===== config.mk =====
export PLATFORM = sky130hd
export DESIGN_NAME = uart_rx
export DESIGN_NICKNAME = d
export VERILOG_FILES = /design/src/rtl/uart_rx.sv
export SDC_FILE = /design/constraint.sdc
export NUM_CORES = 1
export LEC_CHECK = 0
export CAP_MARGIN = 30
export CORE_ASPECT_RATIO = 1.4
export CORE_UTILIZATION = 40
export CTS_BUF_LIST = sky130_fd_sc_hd__clkbuf_8
export DETAILED_ROUTE_END_ITERATION = 10
export PLACE_DENSITY = 0.69
export SLEW_MARGIN = 10
export SYNTH_ARGS = -nofsm -noshare
export SYNTH_HDL_FRONTEND = slang
export SYNTH_SLANG_ARGS = --single-unit
export TNS_END_PERCENT = 5

===== constraint.sdc =====
create_clock -name clk -period 2 [get_ports clk]
set_input_delay 0.3 -clock clk [delete_from_list [all_inputs] [get_ports clk]]
set_output_delay 0.3 -clock clk [all_outputs]
set_load 0.1 [all_outputs]

===== src/rtl/uart_rx.sv =====
// 8N1 UART receiver with an oversampled mid-bit sampler and a one-byte
// holding register that the consumer drains with a single-cycle acknowledge.
module uart_rx #(
  parameter int OVERSAMPLE = 16,
  parameter int DIV_W      = 16
) (
  input  logic             clk,
  input  logic             rst_n,
  input  logic [DIV_W-1:0] baud_div_i,
  input  logic             rx,
  input  logic             rx_ack_i,
  output logic [7:0]       rx_data_o,
  output logic             rx_valid_o,
  output logic             rx_frame_err_o,
  output logic             rx_overrun_o,
  output logic             rx_busy_o
);

  localparam int OS_W = $clog2(OVERSAMPLE);
  localparam logic [OS_W-1:0] OS_HALF = OS_W'(OVERSAMPLE / 2 - 1);
  localparam logic [OS_W-1:0] OS_LAST = OS_W'(OVERSAMPLE - 1);

  typedef enum logic [1:0] {IDLE, START, DATA, STOP} state_t;

  state_t           state_q;
  state_t           state_d;
  logic             rx_meta;
  logic             rx_s;
  logic [DIV_W-1:0] tick_cnt;
  logic             tick;
  logic [OS_W-1:0]  os_cnt;
  logic [2:0]       bit_idx;
  logic [7:0]       shift_q;
  logic             start_det;
  logic             sample;
  logic             data_shift;
  logic             stop_ok;
  logic             stop_bad;

  // Two-flop synchronizer; both flops come out of reset at the idle level.
  always_ff @(posedge clk or negedge rst_n) begin
    if (!rst_n) begin
      rx_meta <= 1'b1;
      rx_s    <= 1'b1;
    end else begin
      rx_meta <= rx;
      rx_s    <= rx_meta;
    end
  end

  // >= rather than == so a divisor lowered mid-count cannot strand the counter.
  assign tick = (tick_cnt >= baud_div_i);

  // Tick and oversample counters, held at zero while idle so phase starts at the edge.
  always_ff @(posedge clk or negedge rst_n) begin
    if (!rst_n) begin
      tick_cnt <= '0;
      os_cnt   <= '0;
    end else if (start_det || state_q == IDLE) begin
      tick_cnt <= '0;
      os_cnt   <= '0;
    end else if (tick) begin
      tick_cnt <= '0;
      os_cnt   <= sample ? '0 : os_cnt + 1'b1;
    end else begin
      tick_cnt <= tick_cnt + 1'b1;
    end
  end

  // State register.
  always_ff @(posedge clk or negedge rst_n) begin
    if (!rst_n) state_q <= IDLE;
    else        state_q <= state_d;
  end

  // Next-state logic and per-cycle sampling strobes.
  always_comb begin
    state_d    = state_q;
    start_det  = 1'b0;
    sample     = 1'b0;
    data_shift = 1'b0;
    stop_ok    = 1'b0;
    stop_bad   = 1'b0;
    case (state_q)
      IDLE: begin
        if (!rx_s) begin
          state_d   = START;
          start_det = 1'b1;
        end
      end
      START: begin
        if (tick && os_cnt == OS_HALF) begin
          sample  = 1'b1;
          state_d = rx_s ? IDLE : DATA;
        end
      end
      DATA: begin
        if (tick && os_cnt == OS_LAST) begin
          sample     = 1'b1;
          data_shift = 1'b1;
          if (bit_idx == 3'd7) state_d = STOP;
        end
      end
      STOP: begin
        if (tick && os_cnt == OS_LAST) begin
          sample   = 1'b1;
          state_d  = IDLE;
          stop_ok  = rx_s;
          stop_bad = !rx_s;
        end
      end
      default: state_d = IDLE;
    endcase
  end

  // Shift register collects data bits LSB first.
  always_ff @(posedge clk or negedge rst_n) begin
    if (!rst_n) begin
      bit_idx <= '0;
      shift_q <= '0;
    end else if (state_q == START && sample) begin
      bit_idx <= '0;
    end else if (data_shift) begin
      shift_q <= {rx_s, shift_q[7:1]};
      bit_idx <= bit_idx + 1'b1;
    end
  end

  // Holding register, valid flag and one-cycle status pulses.
  always_ff @(posedge clk or negedge rst_n) begin
    if (!rst_n) begin
      rx_data_o      <= '0;
      rx_valid_o     <= 1'b0;
      rx_frame_err_o <= 1'b0;
      rx_overrun_o   <= 1'b0;
    end else begin
      rx_frame_err_o <= stop_bad;
      rx_overrun_o   <= stop_ok && rx_valid_o && !rx_ack_i;
      if (stop_ok && (!rx_valid_o || rx_ack_i)) begin
        rx_data_o  <= shift_q;
        rx_valid_o <= 1'b1;
      end else if (rx_ack_i && rx_valid_o) begin
        rx_valid_o <= 1'b0;
      end
    end
  end

  assign rx_busy_o = (state_q != IDLE);

endmodule


==> flow_summary.yaml, run 1 <==
detailed_routing:
  dr.pass1.iters: 4
  vias_per_cell: 5.10
  post_drt_wl_per_cell_um: 13.7
  postRouteAntennaNets: 0
  drc: 0
  vias: 1847
  wl_um: 4980
  drt_iter0_drc: 53
clocking:
  cts_root_buffer: "clkbuf_8"
  clkSlewWorstSetupHoldPaths_ps: 80
  clk_latency_ps: 290
  cts_tree: "done"
  holdBufCountCts: 0
  clk_path_buf_depth: 2
  cts.sinks: 46
  htree_levels: 2
  cts_made_buffers: 5
power_and_ir_drop:
  clockPowerShare: 0.266
  combPwrFrac: 0.228
  swShare: 0.273
  p_switching_uw: 557
  internal_power_uw: 1490
  p_seq_frac: 0.507
  leakagePower_uw: 0.00161
  ir_drop_v: 0.000337
  p_per_area_mw_per_mm2: 609
synthesis:
  synth_cell_type_count: 43
  async_reset_ff_frac: 1.00
  postSynthAreaPerCell_sq_um: 10.9
  ys_ff_latch: 46
  synthFlopType: "dfrtp_1"
  syn-num-nets: 272
  netlist_area_sq_mm: 0.00252
  ys_seq_area_frac: 0.458
  ys.warnings.count: 0
  synth-edff-count: 0
  postSynthCellCount: 232
global_routing:
  grt_util_met3: 0.0251
  grt_usage: 0.159
  grt_overflow: 0
  antenna_found_initial: 0
  use_met1: 0.189
  grtUsageMet2: 0.288
  grt_start_max_net_pins: 27
  grt_pass1_wl_um: 8360
  grt_pass1_vias: 1867
  grt.busiest_layer: "met2"
min_path:
  holdCritPathClass: "input port to asynchronous set/reset pin"
die:
  dieArea_sq_mm: 0.00663
  placementRows: 33
  initial_core_util: 0.421
  die_h_um: 95.9
  fp.coreArea_sq_mm: 0.00599
  ios: 32
  die_w_um: 69.1
sta:
  period_share: 1.12
  setup_ws_ps: -242
  hold_violations: 0
  finalClockSkew_ps: 5.21
  tightest_slew_ps: 641
  rsz0062_at_grt: "true"
  fmax_mhz: 446
  min_period_ps: 2240
  slew_headroom: 0.573
  setup_violations: 44
  drv_slew: 0
worst_setup_path:
  path_class: "input port to flop"
  cp.arrival_ps: 2430
  slowest_stage: "clkdlybuf4s50_1"
  cp_top_family: "buffers and inverters"
  startpoint_type: "input port"
  crit_fanout: 8
  cp_cell_sequence: "clkdlybuf4s50_1 > inv_1 > ha_4 > a21oi_2 > nor2_1 > a311oi_2 > nand4_4 > nor3b_4 > buf_12 > mux2_4"
  cp-end-kind: "flop"
  critPathMaxStageDelay_ps: 450
  worst-endpoint-required_ps: 2180
  crit_buf_inv: 3
layout:
  nets: 331
  design_area_sq_mm: 0.00336
  final_layout_size_suffix_gt1_frac: 0.346
  fill_cells: 510
  antennaDiodeCount: 0
  area_growth_pct: 33.2
place:
  detailed_place.area_sq_mm: 0.00308
  post-place-ws_ps: -730
  gp_congestion: 0.804
  io_buffers: 31
  hpwl_um: 3500
flow_run:
  cap_viol_max_count: 0
run_status:
  violations: "negative setup slack"
  status: "finished, violations left"
## synthesized netlist by cell type (4+ instances only)
library cell,number,area [sq um]
xnor2_1,7,61.3
nand4_1,8,50.1
o21ai_0,4,20.0
nand3_1,11,55.1
nor2_1,19,71.3
ha_1,20,250
nor2_4,8,90.1
dfrtp_1,44,1100
xor2_1,8,70.1
nand2_1,12,45.0
a21oi_1,9,45.0
clkbuf_1,4,15.0
inv_1,20,75.1
and3_1,5,31.3
mux2_2,16,180
## metal layers
metal,routed length [um],vias up,part of all wire
met4,65,0,0.013
met1,2160,889,0.43
li1,-,917,-
met3,168,5,0.034
met2,2580,36,0.52
met5,0,-,0
## power by group through the flow
| stage | sequential, uW | combinational, uW | clock (uW) |
|---|---|---|---|
| 2_1_floorplan | 1080 | 168 | 0 |
| 4_1_cts | 1030 | 420 | 572 |
| 5_1_grt | 1040 | 535 | 607 |
| 3_5_place_dp | 1050 | 414 | 0 |
| 3_3_place_gp | 1050 | 404 | 0 |
| 6_report | 1040 | 465 | 543 |
## cell usage in the layout (no fill, tap or decap), types with 11 or more instances in the layout
master | synthesis | routed
mux2_2 | 16 | 12
nand3_1 | 11 | 11
nand2_1 | 12 | 12
ha_1 | 20 | 13
clkdlybuf4s50_1 | 0 | 13
nor2_1 | 19 | 14
inv_1 | 20 | 19
dfrtp_1 | 44 | 44
buf_4 | 0 | 36
## cell type report
cell class	count	area (sq um)	share of cell area
clock inverter	3	17.5	0.00522
multi-input combinational	159	1410	0.421
inverter	20	75.1	0.0224
timing repair buffer	59	541	0.161
tap	70	87.6	0.0261
clock buffer	5	68.8	0.0205
sequential	46	1150	0.344
## state kept, by name, summed over array words and instances, names as in the netlist, 3 cells and up, named ones only
| register | flops |
|---|---|
| tick_cnt | 16 |
| rx_data_o | 8 |
| shift_q | 8 |
| os_cnt | 4 |
| bit_idx | 3 |
## final timing paths
check | slack (ps) | cells past startpoint | end | from
max reg2reg | -180 | 8 | shift_q[0]$_DFFE_PN0P_ | tick_cnt[12]$_DFF_PN0_
min reg2reg | 360 | 0 | rx_s$_DFF_PN1_ | rx_meta$_DFF_PN1_
min | 20 | 1 | tick_cnt[13]$_DFF_PN0_ | rst_n
max in group asynchronous | 1440 | 2 | rx_overrun_o$_DFF_PN0_ | rst_n
max | -240 | 10 | shift_q[0]$_DFFE_PN0P_ | baud_div_i[9]
min in group clk | 360 | 0 | rx_s$_DFF_PN1_ | rx_meta$_DFF_PN1_
## kinds of logic (layout without fill, tap and decap cells)
| logic type | after synthesis | in the layout | synth area share |
|---|---|---|---|
| simple gates | 81 | 81 | 0.199 |
| compound gates | 26 | 26 | 0.0680 |
| xor+xnor | 15 | 15 | 0.0521 |
| flops | 46 | 46 | 0.458 |
| fa+ha+maj | 20 | 20 | 0.0993 |
| mux | 17 | 17 | 0.0755 |
| buf+inv | 27 | 87 | 0.0482 |
## timing repair
item                                    in CTS  in global routing
pin swaps                                    8                  7
gates resized for setup                     10                 22
buffers inserted                             2                  1
cloned                                       0                  0
endpoints found under the setup margin      44                 44
## stage by stage
step | cells | utilization | total power [uW] | hold WS, ps | TNS (ps)
2_1_floorplan | 232 | - | 1250 | 4.41 | -1730
3_3_place_gp | 353 | 0.515 | 1450 | 345 | -25830
3_5_place_dp | 353 | 0.515 | 1460 | 348 | -26810
4_1_cts | 362 | 0.541 | 2020 | 25.6 | -7180
5_1_grt | 362 | 0.561 | 2180 | 43.9 | -9480
6_report | 362 | 0.561 | 2040 | 20.1 | -5640
(Power assumes the default switching activity.)
==> inputs of run 2 (changes only) <==
--- a/config.mk
+++ b/config.mk
@@ -8,7 +8,7 @@
 export CAP_MARGIN = 30
 export CORE_ASPECT_RATIO = 1.4
 export CORE_UTILIZATION = 40
-export CTS_BUF_LIST = sky130_fd_sc_hd__clkbuf_8
+export CTS_BUF_LIST = sky130_fd_sc_hd__clkbuf_4 sky130_fd_sc_hd__clkbuf_8
 export DETAILED_ROUTE_END_ITERATION = 10
 export PLACE_DENSITY = 0.69
 export SLEW_MARGIN = 10
==> run 2 against run 1 <==
  * The flow still finishes with violations (negative setup slack)
  * Power is 0.91% higher
  * Worst setup slack hardly changed
  * Clock skew barely moved
  * Sequential power about the same
  * Global-route usage stayed put
  * Combinational power about the same
  * Sequential share of layout area about the same
  * First-iteration DRC count stayed put
==> flow_summary.yaml, run 2 (synthesized netlist as in run 1, its figures left out) <==
run_status:
  status: "finished, violations left"
  violations: "negative setup slack"
worst_setup_path:
  startpoint_type: "input port"
  critPathMaxStageDelay_ps: 450
  r2r-end: "shift_q[0]$_DFFE_PN0P_"
  r2r_setup_slack_ps: -180
  cp_cell_sequence: "clkdlybuf4s50_1 > inv_1 > ha_4 > a21oi_2 > nor2_1 > a311oi_2 > nand4_4 > nor3b_4 > buf_12 > mux2_4"
  timing.rr.start: "tick_cnt[0]$_DFF_PN0_"
  crit_buf_inv: 3
  slowest_stage: "clkdlybuf4s50_1"
  crit_fanout: 8
  cp.arrival_ps: 2430
  worst-endpoint-required_ps: 2180
  path_class: "input port to flop"
  worstRegToRegCells: 9
  cp_top_family: "buffers and inverters"
  cp-end-kind: "flop"
sta:
  period_share: 1.12
  drv_slew: 0
  rsz0062_at_grt: "true"
  slew_headroom: 0.573
  min_period_ps: 2240
  setup_ws_ps: -242
  finalClockSkew_ps: 5.01
  holdWs_ps: 20.4
  tightest_slew_ps: 641
  fmax_mhz: 446
  hold_violations: 0
  fin_tns_setup_ps: -5650
  setup_violations: 44
global_routing:
  grt_pass1_vias: 1867
  antenna_found_initial: 0
  grt_pass1_wl_um: 8360
  grt_usage: 0.159
  grt_overflow: 0
  grt_start_max_net_pins: 27
layout:
  design_area_sq_mm: 0.00336
  final_layout_size_suffix_gt1_frac: 0.349
  area_growth_pct: 33.4
  final_cells: 362
  regMostFlops: "tick_cnt"
  final_cell_mix: "44 x dfrtp_1, 36 x buf_4, 18 x inv_1, 14 x nor2_1"
  antennaDiodeCount: 0
  nets: 331
  largest_reg_flops: 16
  layout_commonest_cell: "dfrtp_1"
  largestRegisters: "tick_cnt x16, rx_data_o x8, shift_q x8"
power_and_ir_drop:
  ir_drop_v: 0.000353
  clockPowerShare: 0.272
  swShare: 0.270
  leakagePower_uw: 0.00161
  internal_power_uw: 1500
  p_seq_frac: 0.502
  p_per_area_mw_per_mm2: 613
  combPwrFrac: 0.226
  p_switching_uw: 557
detailed_routing:
  postRouteAntennaNets: 0
  vias: 1847
  vias_per_cell: 5.10
  drt_iter0_drc: 53
  drc: 0
  dr.pass1.iters: 4
  wl_um: 4980
  post_drt_wl_per_cell_um: 13.7
clocking:
  cts.sinks: 46
  cts_made_buffers: 5
  clk_path_buf_depth: 2
  cts_root_buffer: "clkbuf_8"
  clkSlewWorstSetupHoldPaths_ps: 80
  clk_latency_ps: 290
  htree_levels: 2
  cts_tree: "done"
die:
  die_w_um: 69.1
  die_h_um: 95.9
  placementRows: 33
  initial_core_util: 0.421
  ios: 32
  dieArea_sq_mm: 0.00663
  fp.coreArea_sq_mm: 0.00599
place:
  post-place-ws_ps: -730
  io_buffers: 31
  hpwl_um: 3500
  gp_congestion: 0.804
  detailed_place.area_sq_mm: 0.00308
  dp.cells: 353
flow_run:
  cap_viol_max_count: 0
min_path:
  holdCritPathClass: "input port to asynchronous set/reset pin"
-- run 2: how the worst max path moves through the flow --
stage	from	endpoint	cells past startpoint
floorplan	tick_cnt[0]$_DFF_PN0_	shift_q[0]$_DFFE_PN0P_	8
global placement	baud_div_i[13]	shift_q[5]$_DFFE_PN0P_	9
detailed placement	baud_div_i[13]	shift_q[5]$_DFFE_PN0P_	9
CTS	baud_div_i[13]	shift_q[5]$_DFFE_PN0P_	10
global route	baud_div_i[9]	shift_q[1]$_DFFE_PN0P_	10
finish	baud_div_i[9]	shift_q[0]$_DFFE_PN0P_	10
-- run 2: area by class of cell --
type | instances | area, sq um
clock buffer | 6 | 76.3
clock inverter | 2 | 13.8
fill | 508 | 2630
inverter | 20 | 75.1
multi-input combinational | 159 | 1410
sequential | 46 | 1150
tap | 70 | 87.6
timing repair buffer | 59 | 541
-- run 2: metrics by stage --
| stage | utilization | total power, uW |
|---|---|---|
| 2_1_floorplan | - | 1250 |
| 3_3_place_gp | 0.515 | 1450 |
| 3_5_place_dp | 0.515 | 1460 |
| 4_1_cts | 0.542 | 2040 |
| 5_1_grt | 0.561 | 2200 |
| 6_report | 0.561 | 2060 |
-- run 2: worst reg2reg max path, cell delays in order (launching register included) --
cell and delay (ps):
dfrtp_1 380, inv_1 90, ha_4 200, nand2b_4 140
a2111oi_4 270, nand3b_1 190, nand4_4 150, nor3b_4 210
buf_12 160, mux2_4 290
-- run 2: power groups by stage --
stage,Clock [uW],Combinational [uW],Sequential [uW]
floorplan,0,168,1080
global placement,0,404,1050
detailed placement,0,414,1050
CTS,590,420,1030
global route,626,535,1040
finish,561,465,1040
-- run 2: metal layers --
layer,wire length (um),vias to the layer above,track usage
met5,0,-,0
met4,65,0,0.0595
met3,169,5,0.0251
met2,2580,36,0.288
met1,2160,889,0.189
li1,-,917,-
-- run 2: repair_timing --
| action | in CTS | in global routing |
|---|---|---|
| gates resized for setup | 10 | 22 |
| endpoints found under the hold margin | 0 | 0 |
| setup endpoints to repair | 44 | 44 |
| setup buffers | 2 | 1 |
| cloned | 0 | 0 |
| hold buffers | 0 | 0 |
| pin swaps | 8 | 7 |
